==> src/rtl/onehot_scan_decoder_pkg.sv <==
// Shared constants and helpers for the one-hot scan decoder: mode encodings,
// a ceil-log2 sizing helper and a wide one-hot builder (element 0 leftmost).
package onehot_scan_decoder_pkg;

  localparam logic MODE_DIRECT = 1'b0;
  localparam logic MODE_SCAN   = 1'b1;

  // Widest one-hot the helper can build; callers keep only the first NUM_OUT elements.
  localparam int MAX_OUT = 64;

  function automatic int clog2(input int unsigned value);
    int          width;
    int unsigned v;
    width = 0;
    v     = value - 1;
    while (v > 0) begin
      width++;
      v = v >> 1;
    end
    return (width < 1) ? 1 : width;
  endfunction

  function automatic logic [0:MAX_OUT-1] onehot(input int unsigned idx);
    return {1'b1, {(MAX_OUT-1){1'b0}}} >> idx;
  endfunction

endpackage

==> src/rtl/onehot_scan_decoder_tick_gen.sv <==
// Scan prescaler: counts 0..PRESCALE-1 while run is high and pulses tick
// combinationally on the cycle whose clock edge wraps the count.
module tick_gen
  import onehot_scan_decoder_pkg::*;
#(
  parameter int PRESCALE = 100000
) (
  input  logic clk,
  input  logic rst_n,
  input  logic clr,
  input  logic run,
  output logic tick
);

  localparam int                CNT_W    = clog2(PRESCALE);
  localparam logic [CNT_W-1:0] LAST_CNT = CNT_W'(PRESCALE - 1);

  logic [CNT_W-1:0] cnt_q;
  logic [CNT_W-1:0] cnt_d;

  assign tick = run & ~clr & (cnt_q == LAST_CNT);

  // NOTE: assign a default first so every path drives cnt_d and no latch is inferred.
  always_comb begin
    cnt_d = cnt_q;
    if (clr) begin
      cnt_d = '0;
    end else if (run) begin
      cnt_d = (cnt_q == LAST_CNT) ? '0 : cnt_q + CNT_W'(1);
    end
  end

  // NOTE: state registers use non-blocking assignments so all flops update together.
  always_ff @(posedge clk or negedge rst_n) begin
    if (!rst_n) begin
      cnt_q <= '0;
    end else begin
      cnt_q <= cnt_d;
    end
  end

endmodule

==> src/rtl/onehot_scan_decoder.sv <==
// Registered binary-to-one-hot digit selector with direct and autonomous scan modes.
// Define SCAN_BLANK_EN to blank y for one cycle after every scan step (anti-ghosting).
module onehot_scan_decoder
  import onehot_scan_decoder_pkg::*;
#(
  parameter int SEL_W    = 2,
  parameter int NUM_OUT  = 4,
  parameter int PRESCALE = 100000
) (
  input  logic               clk,
  input  logic               rst_n,
  input  logic               en,
  input  logic               mode,
  input  logic [SEL_W-1:0]   sel,
  output logic [0:NUM_OUT-1] y,
  output logic [SEL_W-1:0]   idx,
  output logic               tick,
  output logic               oor
);

  localparam logic [SEL_W:0]   NUM_OUT_V = (SEL_W + 1)'(NUM_OUT);
  localparam logic [SEL_W-1:0] LAST_IDX  = SEL_W'(NUM_OUT - 1);

  logic [0:NUM_OUT-1] y_q, y_d;
  logic [SEL_W-1:0]   idx_q, idx_d;
  logic               tick_q, tick_d;
  logic               oor_q, oor_d;
  logic               wrap;
  logic               scan_clr;
  logic               scan_run;

  function automatic logic [0:NUM_OUT-1] decode(input logic [SEL_W-1:0] i);
    return NUM_OUT'(onehot(32'(i)) >> (MAX_OUT - NUM_OUT));
  endfunction

  // Holding the prescaler clear outside scan mode makes every scan entry start from 0.
  assign scan_clr = (mode == MODE_DIRECT);
  assign scan_run = en & (mode == MODE_SCAN);

  tick_gen #(
    .PRESCALE (PRESCALE)
  ) u_tick_gen (
    .clk   (clk),
    .rst_n (rst_n),
    .clr   (scan_clr),
    .run   (scan_run),
    .tick  (wrap)
  );

  always_comb begin
    y_d    = '0;
    idx_d  = idx_q;
    tick_d = 1'b0;
    oor_d  = 1'b0;
    if (en) begin
      if (mode == MODE_DIRECT) begin
        if ({1'b0, sel} < NUM_OUT_V) begin
          y_d   = decode(sel);
          idx_d = sel;
        end else begin
          oor_d = 1'b1;
        end
      end else if (wrap) begin
        idx_d  = (idx_q == LAST_IDX) ? '0 : idx_q + SEL_W'(1);
        tick_d = 1'b1;
`ifdef SCAN_BLANK_EN
        y_d    = '0;
`else
        y_d    = decode(idx_d);
`endif
      end else begin
        y_d = decode(idx_q);
      end
    end
  end

  always_ff @(posedge clk or negedge rst_n) begin
    if (!rst_n) begin
      y_q    <= '0;
      idx_q  <= '0;
      tick_q <= 1'b0;
      oor_q  <= 1'b0;
    end else begin
      y_q    <= y_d;
      idx_q  <= idx_d;
      tick_q <= tick_d;
      oor_q  <= oor_d;
    end
  end

  assign y    = y_q;
  assign idx  = idx_q;
  assign tick = tick_q;
  assign oor  = oor_q;

endmodule

==> config.mk <==
export PLATFORM = sky130hd
export DESIGN_NAME = onehot_scan_decoder
export DESIGN_NICKNAME = d
export VERILOG_FILES = /design/src/rtl/onehot_scan_decoder_pkg.sv /design/src/rtl/onehot_scan_decoder_tick_gen.sv /design/src/rtl/onehot_scan_decoder.sv
export SDC_FILE = /design/constraint.sdc
export NUM_CORES = 1
export LEC_CHECK = 0
export BUFFER_PORTS_ARGS = -buffer_cell sky130_fd_sc_hd__buf_2
export CORE_ASPECT_RATIO = 1.4
export CORE_MARGIN = 10
export CORE_UTILIZATION = 34
export DETAILED_ROUTE_END_ITERATION = 8
export SETUP_SLACK_MARGIN = 0.5
export SLEW_MARGIN = 20
export SYNTH_ARGS = -nofsm -noshare
export SYNTH_HDL_FRONTEND = slang
export SYNTH_SLANG_ARGS = --single-unit
==> constraint.sdc <==
create_clock -name clk -period 2.2 [get_ports clk]
set_input_delay 0.44 -clock clk [delete_from_list [all_inputs] [get_ports clk]]
set_output_delay 0.44 -clock clk [all_outputs]
set_load 0.01 [all_outputs]
# Yosys cells after proc, flatten, opt, wreduce, memory -nomap -nowiden
# Index checks and enable logic that the tools add are counted.
[classes] eq_ne=4 add_sub_neg=2 reduce_logical=1 bitwise=3 mux=12 shift=3
[op_table] cell="$shr 64x2->64 const A" n=3
[op_table] cell="$mux 17" n=3
[op_table] cell="$add 17x1->17 const B" n=1
[op_table] cell="$eq 17x17->1 const B" n=1
[op_table] cell="$mux 4" n=3
[op_table] cell="$mux 2" n=3
[op_table] cell="$ne 2x1->1 const B" n=2
[op_table] cell="$and 1x1->1" n=3
[op_table] cell="$mux 1" n=3
[op_table] cell="$add 2x1->2 const B" n=1
[op_table] cell="$eq 2x2->1 const B" n=1
[op_table] cell="$reduce_and 2->1" n=1
[totals] in_bits=6 regBits=24

# Logic depth before layout (Yosys ltp)
# Gate-level depths: netlist (run 1).
[depth] depth_word=6 depth_mapped=8 mapped_depth_nobuf=6

# Modules after synthesis
# From an unflattened synthesis (run 1), not the netlist that was laid out.
[unflattened] cells_unflattened=151 hier_area_um2=1456.4
[modules_own_cells] module="tick_gen" cells_each=116 area_per_inst_um2=1074.8 n_inst=1
[modules_own_cells] module="onehot_scan_decoder" cells_each=35 area_per_inst_um2=381.6 n_inst=1

# Worst setup path before layout (run 1)
# No wires, ideal clock.
[synth_path] path_type="register -> register" from="reg u_tick_gen.cnt_q[6]" to="reg u_tick_gen.cnt_q[14]" required_ns=2.082 arrival_time_ns=2.010 setup_ns=0.118 path_slack_ns=0.072 synth_period_minus_slack_ns=2.128 path_stages_with_launch=8 cell_sequence="dfrtp_1 -> or4b_4 -> nor4_4 -> or2_1 -> buf_4 -> buf_6 -> o21ai_1 -> a21o_1"
[synth_via] elab_chain_len=4
[synth_rtl] element="start, declared" line_no="onehot_scan_decoder_tick_gen.sv:18" source="logic [CNT_W-1:0] cnt_q;"
[synth_rtl] element="start signal, assigned" line_no="onehot_scan_decoder_tick_gen.sv:38" source="cnt_q <= cnt_d;"
[synth_rtl] element="$add 17x1->17 or $eq 17x17->1 (tied branches)" line_no="onehot_scan_decoder_tick_gen.sv:29" source="cnt_d = (cnt_q == LAST_CNT) ? '0 : cnt_q + CNT_W'(1);"
[synth_rtl] element="$mux 17 *" line_no="onehot_scan_decoder_tick_gen.sv:29"
[synth_rtl] element="$mux 17 *" line_no="onehot_scan_decoder_tick_gen.sv:28" source="end else if (run) begin"
[synth_rtl] element="$mux 17 *" line_no="onehot_scan_decoder_tick_gen.sv:26" source="if (clr) begin"
# Mark *: on every way between the ends. The rest lies on a longest branch, timed or not. The select of a mux whose other input is x is not followed.
# A chain may end at the register's enable or synchronous reset.

# Final worst setup path (run 1)
[layout_path] from="reg u_tick_gen.cnt_q[8]" to="reg y_q, in the netlist y[0]"
[layout_via] elab_chain_len=5
[layout_rtl] element="$eq 17x17->1" line_no="onehot_scan_decoder_tick_gen.sv:21" source="assign tick = run & ~clr & (cnt_q == LAST_CNT);"
[layout_rtl] element="$and 1x1->1" line_no="onehot_scan_decoder_tick_gen.sv:21"
[layout_rtl] element="$mux 4" line_no="onehot_scan_decoder.sv:63" source="end else if (wrap) begin"
[layout_rtl] element="$mux 4" line_no="onehot_scan_decoder.sv:56" source="if (mode == MODE_DIRECT) begin"
[layout_rtl] element="$mux 4" line_no="onehot_scan_decoder.sv:55" source="if (en) begin"
[layout_rtl] element="via y_d, one bit" line_no="onehot_scan_decoder.sv:24" source="logic [0:NUM_OUT-1] y_q, y_d;"
[layout_rtl] element="end signal, assigned" line_no="onehot_scan_decoder.sv:84" source="y_q <= y_d;"
[layout_rtl] element="end, declared" line_no="onehot_scan_decoder.sv:24"
# The timed path passes the listed nets, and every way through them passes these cells.

==> results of run 1 <==
[worst max path at each step]
stage / slack (ns) / from / endpoint / cells after the start
after floorplan: 0.11 / u_tick_gen.cnt_q[8] / u_tick_gen.cnt_q[9] / 5
after global placement: 0.11 / u_tick_gen.cnt_q[8] / y[3] / 6
after detailed placement: 0.09 / u_tick_gen.cnt_q[8] / y[0] / 6
after CTS: 0.11 / u_tick_gen.cnt_q[12] / y[0] / 6
after global routing: -0.04 / u_tick_gen.cnt_q[8] / y[0] / 6
final: 0.05 / u_tick_gen.cnt_q[8] / y[0] / 6
[logic make-up after synthesis]
| kind of cell | Yosys count | synth area share |
|---|---|---|
| and+or+nand+nor | 64 | 0.294 |
| muxes | 1 | 0.00848 |
| AOI/OAI and AO/OA | 33 | 0.158 |
| other | 1 | 0.00282 |
| adders and majority gates | 2 | 0.0188 |
| DFF | 24 | 0.452 |
| xor gates and xnor gates | 3 | 0.0198 |
| buffers and inverters | 12 | 0.0452 |
[area by class of cell]
type | count | area [um2] | area share
clock buffer | 3 | 41.3 | 0.0234
clock inverter | 1 | 30.0 | 0.0170
inverter | 7 | 26.3 | 0.0149
multi-input combinational | 104 | 774 | 0.439
sequential | 24 | 601 | 0.340
tap | 42 | 52.6 | 0.0298
timing repair buffer | 32 | 240 | 0.136
[layout by cell type, fill, tap and decap left out, types with 4 or more instances in the layout]
| cell type | n |
|---|---|
| buf_2 | 12 |
| buf_4 | 12 |
| buf_6 | 8 |
| dfrtp_1 | 24 |
| inv_1 | 7 |
| nand2_1 | 10 |
| nand3_1 | 12 |
| nand4_1 | 5 |
| nor2_1 | 4 |
| nor3_1 | 5 |
| o21ai_0 | 4 |
| o21ai_1 | 8 |
| o21ai_2 | 5 |
| or3_1 | 5 |
[metal layers]
metal,share of wire,global-route usage,routed length (um)
met1,0.40,0.118,1420
met5,0,0,0
met2,0.53,0.195,1910
met3,0.035,0.0190,124
met4,0.036,0.0635,130
[sequential cells by signal, indices dropped and copies added, names as in the netlist]
name	flops
idx	2
tick	1
u_tick_gen.cnt_q	17
y	4
[worst max-delay path, stage by stage, from the launching register on]
cell	delay (ns)
dfrtp_1	0.39
or4b_4	0.56
nor4_4	0.38
buf_4	0.21
a21boi_4	0.07
a211oi_4	0.27
nor3b_2	0.20
[per-stage QoR]
step	setup WS [ns]	cells	total power, mW
after global placement	0.108	202	0.574
after floorplan	0.105	140	0.536
after CTS	0.108	213	0.995
final	0.0482	213	0.988
after global routing	-0.0427	213	1.04
after detailed placement	0.0855	202	0.577
[cells in the mapped netlist (2+ instances only)]
| cell | number |
|---|---|
| nand3b_1 | 2 |
| o21ai_1 | 6 |
| and3_1 | 2 |
| a21o_1 | 3 |
| xor2_1 | 2 |
| nor2_1 | 5 |
| buf_4 | 2 |
| a21boi_2 | 2 |
| nand3_1 | 12 |
| nand2_1 | 10 |
| o21ai_0 | 11 |
| or3_1 | 5 |
| inv_1 | 7 |
| nor4_1 | 2 |
| ha_1 | 2 |
| clkbuf_1 | 2 |
| nor3b_1 | 4 |
| nor2b_1 | 2 |
| nor3_1 | 7 |
| nand4_1 | 5 |
| a21oi_1 | 5 |
| a22o_1 | 3 |
| dfrtp_1 | 24 |
[power by group through the flow]
stage	logic, mW	clock network [mW]	registers, mW
floorplan	0.0588	0	0.477
global placement	0.101	0	0.473
detailed placement	0.104	0	0.473
CTS	0.130	0.399	0.466
global route	0.146	0.423	0.468
finish	0.132	0.391	0.466
[timing repair]
| action | CTS | global route |
|---|---|---|
| setup buffers | 5 | 0 |
| pin swaps | 16 | 6 |
| cloned | 2 | 0 |
| gates resized for setup | 36 | 3 |
| endpoints found under the setup margin | 24 | 24 |
==> out/results.ini, run 1 <==
[setup_path]
regToRegSetupSlack_ns=0.05
cp.arrival_ns=2.35
critical_path_class=register to register
worst_ep_required_time_ns=2.40
worstSetupStartpointType=register
r2r_cells=6
timing.rr.start=u_tick_gen.cnt_q[8]
worstSetupEndpointType=register
r2r_end=y[0]
path_max_fanout=4

[global_routing]
grt_max_degree=25
grt_usage=0.110
grt_first_pass_wirelength_mm=6.09
gr-total-overflow=0
grt_pass1_vias=1310
grt_antenna_before_repair=0

[sta]
skew_ns=0.00547
relSlewSlack=0.638
hold_ws_ns=0.145
final_hold_viol_count=0
rsz0062_at_grt=true
tns_ns=0
fmax_ghz=0.465
worst_pin_slew_ns=0.543
drv_slew=0
finalSetupViolations=0
fin_crit_sh=0.978
fin_crit_ns=2.15

[cts]
cts_root_buf=clkbuf_8
clockBufferDepth=2
cts_tree=done
insertion_delay_ns=0.27
path_clk_slew_ns=0.09
ctsHoldBuffers=0
cts_buffers=3
h-tree-depth=1
clock_sinks=24

[power]
switching_share=0.237
power.density_nw_per_um2=560
seqPwrFrac=0.471
ir_worst_vdd_mv=0.365
clkPwrFrac=0.395
p_comb_frac=0.133
p_leak_nw=0.790
p_switching_mw=0.234
intPower_mw=0.754

[synthesis]
synth_top_area_frac=0.452
synth_fp_nets=148
async_flop_share=1.00
yosys_warnings=0
synthesis.area_um2=1330
synth.area.top_cells=dfrtp_1 45%, nand3_1 4.5%, o21ai_0 4.1%, nand2_1 2.8%, nor3_1 2.6%
ys_ff_latch=24
ys_seq_area_frac=0.452
yosys.area.top_type=dfrtp_1
synth_edf_count=0
synth.distinct_cells=38
synthCells=140
avgSynthCellArea_um2=9.48
synth-main-ff-cell=dfrtp_1

[floorplan]
dieArea_um2=6840
num_rows=26
io_pins=14
coreArea_um2=3710
die_y_um=93.9
die_w_um=72.8
initial_utilization=0.358

[drt]
vias=1231
ant_nets=0
drt-total-wl_mm=3.58
drt_iter0_drc=38
vias_per_cell=5.78
first_pass_iters=4
route.detailed.drc=0
wl_per_cell_um=16.8

[hold_path]
min_path_type=input pin to async pin

[final_layout]
drive_gt1_frac=0.357
area_delta_synth_final_pct=33.0
fin_util=0.476
fin_area_um2=1770
diodes=0
num-nets-final=180
nFillCells=362

[placed_design]
io_buffers=12
dpl.hpwl_mm=2.50
gp_congestion=0.914
placedInstanceArea_um2=1510

[run_status]
status=finished, final reports clean

[flow_run]
maxCapViolCount=0

No activity file was read; power rests on OpenSTA's default activity.
==> run 2: changes to the inputs <==
--- a/config.mk
+++ b/config.mk
@@ -5,7 +5,9 @@
 export SDC_FILE = /design/constraint.sdc
 export NUM_CORES = 1
 export LEC_CHECK = 0
+export ABC_AREA = 1
 export BUFFER_PORTS_ARGS = -buffer_cell sky130_fd_sc_hd__buf_2
+export CAP_MARGIN = 40
 export CORE_ASPECT_RATIO = 1.4
 export CORE_MARGIN = 10
 export CORE_UTILIZATION = 34
==> run 2 against run 1 <==
  * Clock skew is essentially flat
  * Clock-buffer cell count is the same
  * First-iteration DRC count grew 5.3%
  * Final area shrank 8.4%
  * Fmax grew 34%
  * Global-route usage shrank 1.1 points
  * Worst hold slack gained 0.0063 ns
  * Critical path depth grew 1
  * Worst setup slack gained 0.55 ns
  * Combinational power shrank 22%
  * Critical path type unchanged
  * Largest cell class unchanged
  * Highest routed layer unchanged
==> out/results.ini, run 2 <==
[final_layout]
multiInputGateArea_um2=726  ; -6.3%
regArea_um2=601  ; unchanged
final_cell_mix=29 x nand2_1, 24 x dfrtp_1, 23 x nor2_1, 22 x inv_1
stdcell_count=240  ; +13%
nFillCells=433  ; +20%
diodes=0  ; unchanged
final_common_cell=nand2_1
regMostFlops=u_tick_gen.cnt_q
drive_gt1_frac=0.218  ; -0.138
area_delta_synth_final_pct=14.1
largest_reg_flops=17  ; unchanged
num-nets-final=207  ; +15%

[global_routing]
grt_pass1_vias=1223  ; -6.6%
grt_usage=0.0993  ; -0.0108
grt_max_degree=25  ; unchanged
grt_antenna_before_repair=0  ; unchanged
gr-total-overflow=0  ; unchanged
grt_first_pass_wirelength_mm=5.66  ; -7.0%

[synthesis]
yosys.area.top_type=dfrtp_1
synthCells=178  ; +27%
synth.distinct_cells=31  ; -18%
synth_fp_nets=186  ; +26%
synth_most_common_cell=nand2_1
synthesis.area_um2=1420  ; +6.7%
avgSynthCellArea_um2=7.96  ; -16%
synth.area.top_cells=dfrtp_1 42%, nand2_1 7.7%, nor2_1 6.1%, inv_1 5.8%, nand3_1 4.9%
async_flop_share=1.00  ; unchanged
ys_ff_latch=24  ; unchanged
synth_top_area_frac=0.424  ; -0.0284
synth-main-ff-cell=dfrtp_1
ys_seq_area_frac=0.424  ; -0.0284
synth_commonest_cells=29 x nand2_1, 24 x dfrtp_1, 23 x nor2_1
yosys_warnings=0  ; unchanged
synth_edf_count=0  ; unchanged

[power]
p_comb_frac=0.124  ; -0.009
seqPwrFrac=0.564  ; +0.093
switching_share=0.257  ; +0.0204
clkPwrFrac=0.312  ; -0.083
ir_worst_vdd_mv=0.266  ; -27%
power.density_nw_per_um2=512  ; -8.5%
p_leak_nw=0.751  ; -5.0%
p_switching_mw=0.213  ; -9.0%
intPower_mw=0.615  ; -18%

[cts]
cts_tree=done
insertion_delay_ns=0.27  ; about the same
cts_buffers=3  ; unchanged
h-tree-depth=1  ; unchanged
clockBufferDepth=2  ; unchanged
clock_sinks=24  ; unchanged
path_clk_slew_ns=0.08  ; about the same
cts_root_buf=clkbuf_8

[setup_path]
r2r_end=u_tick_gen.cnt_q[1]
regToRegSetupSlack_ns=0.60  ; +0.55 ns
crit_chain=ha_2 > nand2_4 > nor2_4 > nand3_2 > nand2_4 > inv_2 > a22o_1
max_stage_delay_ns=0.41  ; -0.15 ns
critPathLaunch=u_tick_gen.cnt_q[0]
slowest_stage=dfrtp_1
timing.rr.start=u_tick_gen.cnt_q[0]
r2r_cells=7  ; +1
worstSetupEndpointType=register
worst_ep_required_time_ns=2.36  ; -0.04 ns
worstSetupEndpoint=u_tick_gen.cnt_q[1]
cp.arrival_ns=1.76  ; -0.59 ns
cpMostUsedCell=nand2_4
worstSetupStartpointType=register
critical_path_class=register to register
path_max_fanout=9  ; +5

[sta]
drv_slew=0  ; unchanged
relSlewSlack=0.635  ; -0.00250
rsz0062_at_grt=true
fin_crit_ns=1.60  ; -0.550 ns
finalSetupViolations=0  ; unchanged
worst_pin_slew_ns=0.547  ; +0.00376 ns
fin_crit_sh=0.728  ; -0.250
tns_ns=0  ; unchanged
final_hold_viol_count=0  ; unchanged
skew_ns=0.00557  ; +0.000101 ns
fmax_ghz=0.624  ; +34%

[floorplan]
die_y_um=96.4  ; +2.6%
die_w_um=74.6  ; +2.4%
dieArea_um2=7180  ; +5.0%
initial_utilization=0.355  ; -0.00266
coreArea_um2=3990  ; +7.5%
num_rows=27  ; +3.8%
io_pins=14  ; unchanged

[placed_design]
io_buffers=12  ; unchanged
gp_congestion=0.875  ; -4.2%
dp.cells=232  ; +15%
dpl.hpwl_mm=2.42  ; -3.1%

[drt]
route.detailed.drc=0  ; unchanged
vias=1224  ; -0.57%
vias_per_cell=5.10  ; -12%
drt_iter0_drc=40  ; +5.3%
wl_per_cell_um=13.4  ; -20%
drt-total-wl_mm=3.22  ; -10%
ant_nets=0  ; unchanged
first_pass_iters=4  ; unchanged

[run_status]
status=finished, final reports clean

[hold_path]
min_path_type=input pin to async pin

[flow_run]
maxCapViolCount=0  ; unchanged

run 2: changes by cell type in the layout (fill, tap and decap cells not counted), sizes merged, moves of 3 or more:
cell / change
a21o: -3
buf: -14
inv: +16
nand2: +23
nand3: +7
nor2: +22
nor3b: -4
nor4: -3
o21ai: -3
o22ai: +4
or3: -5
run 2: cells by family after synthesis:
logic type	share of synthesized area
compound gates	0.130
xor+xnor	0.0247
fa+ha+maj	0.0177
buf+inv	0.0724
flops	0.424
other cells	0.00265
simple gates	0.329
run 2: timing repair:
item,4_1_cts,5_1_grt
resized for setup,0,3
hold buffers,0,0
setup buffers,0,5
setup endpoints to repair,0,13
run 2: area by class of cell:
| type | count | share of cell area |
|---|---|---|
| Tap cell | 43 | 0.0333 |
| Timing Repair Buffer | 18 | 0.0650 |
| Multi-Input combinational cell | 128 | 0.449 |
| Clock buffer | 3 | 0.0255 |
| Sequential cell | 24 | 0.372 |
| Inverter | 24 | 0.0557 |
run 2: stage by stage:
step                      hold slack, ns   util  setup slack (ns)  cell area, um2  power, mW
after detailed placement           0.466  0.383             0.512            1530      0.578
after CTS                          0.175  0.393             0.501            1570      0.840
after global routing               0.190  0.406             0.474            1620      0.875
after global placement             0.460  0.383             0.517            1530      0.577
final                              0.151  0.406             0.598            1620      0.828
after floorplan                    0.144      -             0.743            1420      0.536
run 2: per-layer routing:
metal / vias to the layer above / track usage / wire [um] / part of all wire
met5: - / 0 / 0 / 0
met4: 0 / 0.0443 / 57 / 0.018
met3: 5 / 0.0134 / 64 / 0.020
met2: 20 / 0.180 / 1720 / 0.54
met1: 569 / 0.111 / 1370 / 0.43
li1: 630 / - / - / -
run 2: worst min path at each step:
| stage | startpoint | endpoint | slack, ns | cells after the start |
|---|---|---|---|---|
| detailed placement | rst_n | idx[0] | 0.47 | 1 |
| CTS | rst_n | u_tick_gen.cnt_q[10] | 0.17 | 1 |
| global placement | rst_n | idx[0] | 0.46 | 1 |
| global route | rst_n | u_tick_gen.cnt_q[10] | 0.19 | 1 |
| floorplan | rst_n | idx[0] | 0.14 | 0 |
| finish | rst_n | u_tick_gen.cnt_q[10] | 0.15 | 1 |
run 2: worst max-delay path, delay by kind of cell, from the launching register on:
family | cells | cell delay (ns)
and+or+nand+nor | 4 | 0.55
adders and majority gates | 1 | 0.24
DFF | 1 | 0.41
AOI/OAI and AO/OA | 1 | 0.19
buffers and inverters | 1 | 0.11
run 2: power by group through the flow:
stage	Combinational (mW)	Sequential, mW	Clock (mW)
CTS	0.102	0.467	0.270
detailed placement	0.102	0.476	0
finish	0.103	0.467	0.258
global route	0.119	0.469	0.286
global placement	0.102	0.476	0
floorplan	0.0543	0.481	0
==> run 3: changes to the inputs <==
--- a/config.mk
+++ b/config.mk
@@ -5,7 +5,7 @@
 export SDC_FILE = /design/constraint.sdc
 export NUM_CORES = 1
 export LEC_CHECK = 0
-export ABC_AREA = 1
+export ABC_AREA = 0
 export BUFFER_PORTS_ARGS = -buffer_cell sky130_fd_sc_hd__buf_2
 export CAP_MARGIN = 40
 export CORE_ASPECT_RATIO = 1.4
==> constraint.sdc (replaced) <==
create_clock -name clk -period 1.4 [get_ports clk]
set_input_delay 0.28 -clock clk [delete_from_list [all_inputs] [get_ports clk]]
set_output_delay 0.28 -clock clk [all_outputs]
set_load 0.01 [all_outputs]
==> run 3 against run 2 <==
  * The run now ends with hold timing, setup timing left
  * Worst hold slack got worse by 0.17 ns
  * Final cell count increased by 2.5%
  * Fmax decreased by 24%
  * Clock-buffer cell count unchanged
  * Sequential cell count unchanged
  * Total power increased by 99%
  * Sequential power increased by 55%
  * Clock skew decreased by 0.00087 ns
  * Die area decreased by 4.8%
  * Global-route usage increased by 1.5 points
  * Final area increased by 28%
  * Critical path type unchanged
==> out/results.ini, run 3 (synthesized netlist as in run 1, its figures left out) <==
[final_layout]
area_delta_synth_final_pct=55.9
num-nets-final=213  ; +2.9%
regMostFlops=u_tick_gen.cnt_q
final_cell_mix=40 x buf_4, 24 x dfrtp_1, 17 x buf_6, 11 x nand3_1, 11 x o21ai_2
final_common_cell=buf_4
diodes=0  ; unchanged
fin_util=0.558  ; +0.153
drive_gt1_frac=0.495  ; +0.277
largest_reg_flops=17  ; unchanged
nFillCells=327  ; -24%

[sta]
hold_ws_ns=-0.0227  ; -0.174 ns
setup_ws_ns=-0.716  ; -1.31 ns
fmax_ghz=0.473  ; -24%
drv_slew=0  ; unchanged
final_hold_viol_count=24  ; +24
fin_crit_ns=2.12  ; +0.514 ns
rsz0062_at_grt=true
finalSetupViolations=24  ; +24
relSlewSlack=0.566  ; -0.0691
skew_ns=0.00470  ; -0.000872 ns
worst_pin_slew_ns=0.649  ; +0.102 ns
fin_crit_sh=1.51  ; +0.783

[cts]
ctsHoldBuffers=0  ; unchanged
h-tree-depth=1  ; unchanged
insertion_delay_ns=0.27  ; about the same
path_clk_slew_ns=0.09  ; about the same
cts_buffers=3  ; unchanged
cts_root_buf=clkbuf_8
clock_sinks=24  ; unchanged
cts_tree=done
clockBufferDepth=2  ; unchanged

[floorplan]
initial_utilization=0.358  ; +0.00266
die_w_um=72.8  ; -2.3%
io_pins=14  ; unchanged
num_rows=26  ; -3.7%
coreArea_um2=3710  ; -7.0%
dieArea_um2=6840  ; -4.8%
die_y_um=93.9  ; -2.5%

[flow_run]
maxCapViolCount=0  ; unchanged

[drt]
wl_met3_um=129  ; +100%
first_pass_iters=4  ; unchanged
drt_iter0_drc=30  ; -25%
maxUsedRoutingLayer=met4
route.detailed.drc=0  ; unchanged
drt-total-wl_mm=3.79  ; +18%
wl_per_cell_um=15.4  ; +15%
vias=1339  ; +9.4%
vias_per_cell=5.44  ; +6.7%
route.met2.wl_mm=2.12  ; +23%
detail_route.wirelength.met1_mm=1.48  ; +8.2%
ant_nets=0  ; unchanged

[setup_path]
slowest_stage=or4b_4
critPathTopFamily=simple AND/OR/NAND/NOR gates
cp.arrival_ns=2.28  ; +0.52 ns
crit_buf_inv=2  ; +1
max_stage_delay_ns=0.55  ; +0.14 ns
critical_path_class=register to register
worstSetupEndpointType=register
path_max_fanout=5  ; -4
crit_chain=or4b_4 > nor4_4 > buf_4 > or2_4 > buf_6 > o21ai_2 > a22o_1
worstSetupStartpointType=register
r2r_cells=7  ; unchanged
worst_ep_required_time_ns=1.57  ; -0.79 ns
r2r_end=u_tick_gen.cnt_q[5]
regToRegSetupSlack_ns=-0.72  ; -1.31 ns
timing.rr.start=u_tick_gen.cnt_q[8]

[global_routing]
grt_first_pass_wirelength_mm=6.32  ; +12%
grt_usage=0.114  ; +0.0149
gr-total-overflow=0  ; unchanged
grt_antenna_before_repair=0  ; unchanged
grt_pass1_vias=1378  ; +13%
grt_max_degree=25  ; unchanged

[hold_path]
min_path_type=input pin to async pin

[placed_design]
gp_congestion=0.869  ; -0.69%
io_buffers=12  ; unchanged
dpl.hpwl_mm=2.80  ; +16%

[power]
ir_worst_vdd_mv=0.686  ; +160%
p_leak_nw=0.995  ; +33%
p_total_mw=1.65  ; +99%
power.density_nw_per_um2=797  ; +56%

[run_status]
violations=hold timing, setup timing
status=finished with violations

## run 3: repair_timing
action	in CTS	in global routing
gates resized for setup	28	26
endpoints found under the setup margin	31	31
pin swaps	7	11
buffers inserted	2	6
## run 3: metal layers
metal  up-vias  global-route usage
li1        638                   -
met4         0              0.0524
met2        34               0.210
met3         6              0.0201
met5         -                   0
met1       661               0.120
## run 3: through the flow
stage               TNS (ns)  setup WS [ns]  instance area, um2  hold WS, ns  std cells
finish                -14.70         -0.716                2070      -0.0227        246
global placement      -12.78         -0.629                1740        0.290        233
floorplan             -13.10         -0.695                1340      -0.0156        140
global route          -16.36         -0.783                2070       0.0317        246
CTS                   -14.11         -0.685                1920      0.00400        239
detailed placement    -13.55         -0.681                1740        0.302        233
## run 3: area by class of cell
class                   instances  area [um2]  share of cell area
multi-input cells             104         787               0.380
flip-flops and latches         24         601               0.290
repair buffers                 65         532               0.257
well taps                      42        52.6              0.0254
clock buffers                   3        41.3              0.0200
clock inverters                 1        30.0              0.0145
inverters                       7        26.3              0.0127
## run 3: power by group
part / internal [mW] / switching (mW)
sequential: 0.713 / 0.0123
combinational: 0.156 / 0.144
clock: 0.383 / 0.241
total: 1.25 / 0.397
## run 3: worst max-delay path by stage
stage / slack, ns / to / from / cells past startpoint
5_1_grt: -0.78 / y[0] / u_tick_gen.cnt_q[8] / 6
3_5_place_dp: -0.68 / y[0] / u_tick_gen.cnt_q[8] / 6
2_1_floorplan: -0.69 / u_tick_gen.cnt_q[9] / u_tick_gen.cnt_q[8] / 5
3_3_place_gp: -0.63 / y[3] / u_tick_gen.cnt_q[8] / 6
6_report: -0.72 / u_tick_gen.cnt_q[5] / u_tick_gen.cnt_q[8] / 7
4_1_cts: -0.68 / y[0] / u_tick_gen.cnt_q[8] / 6
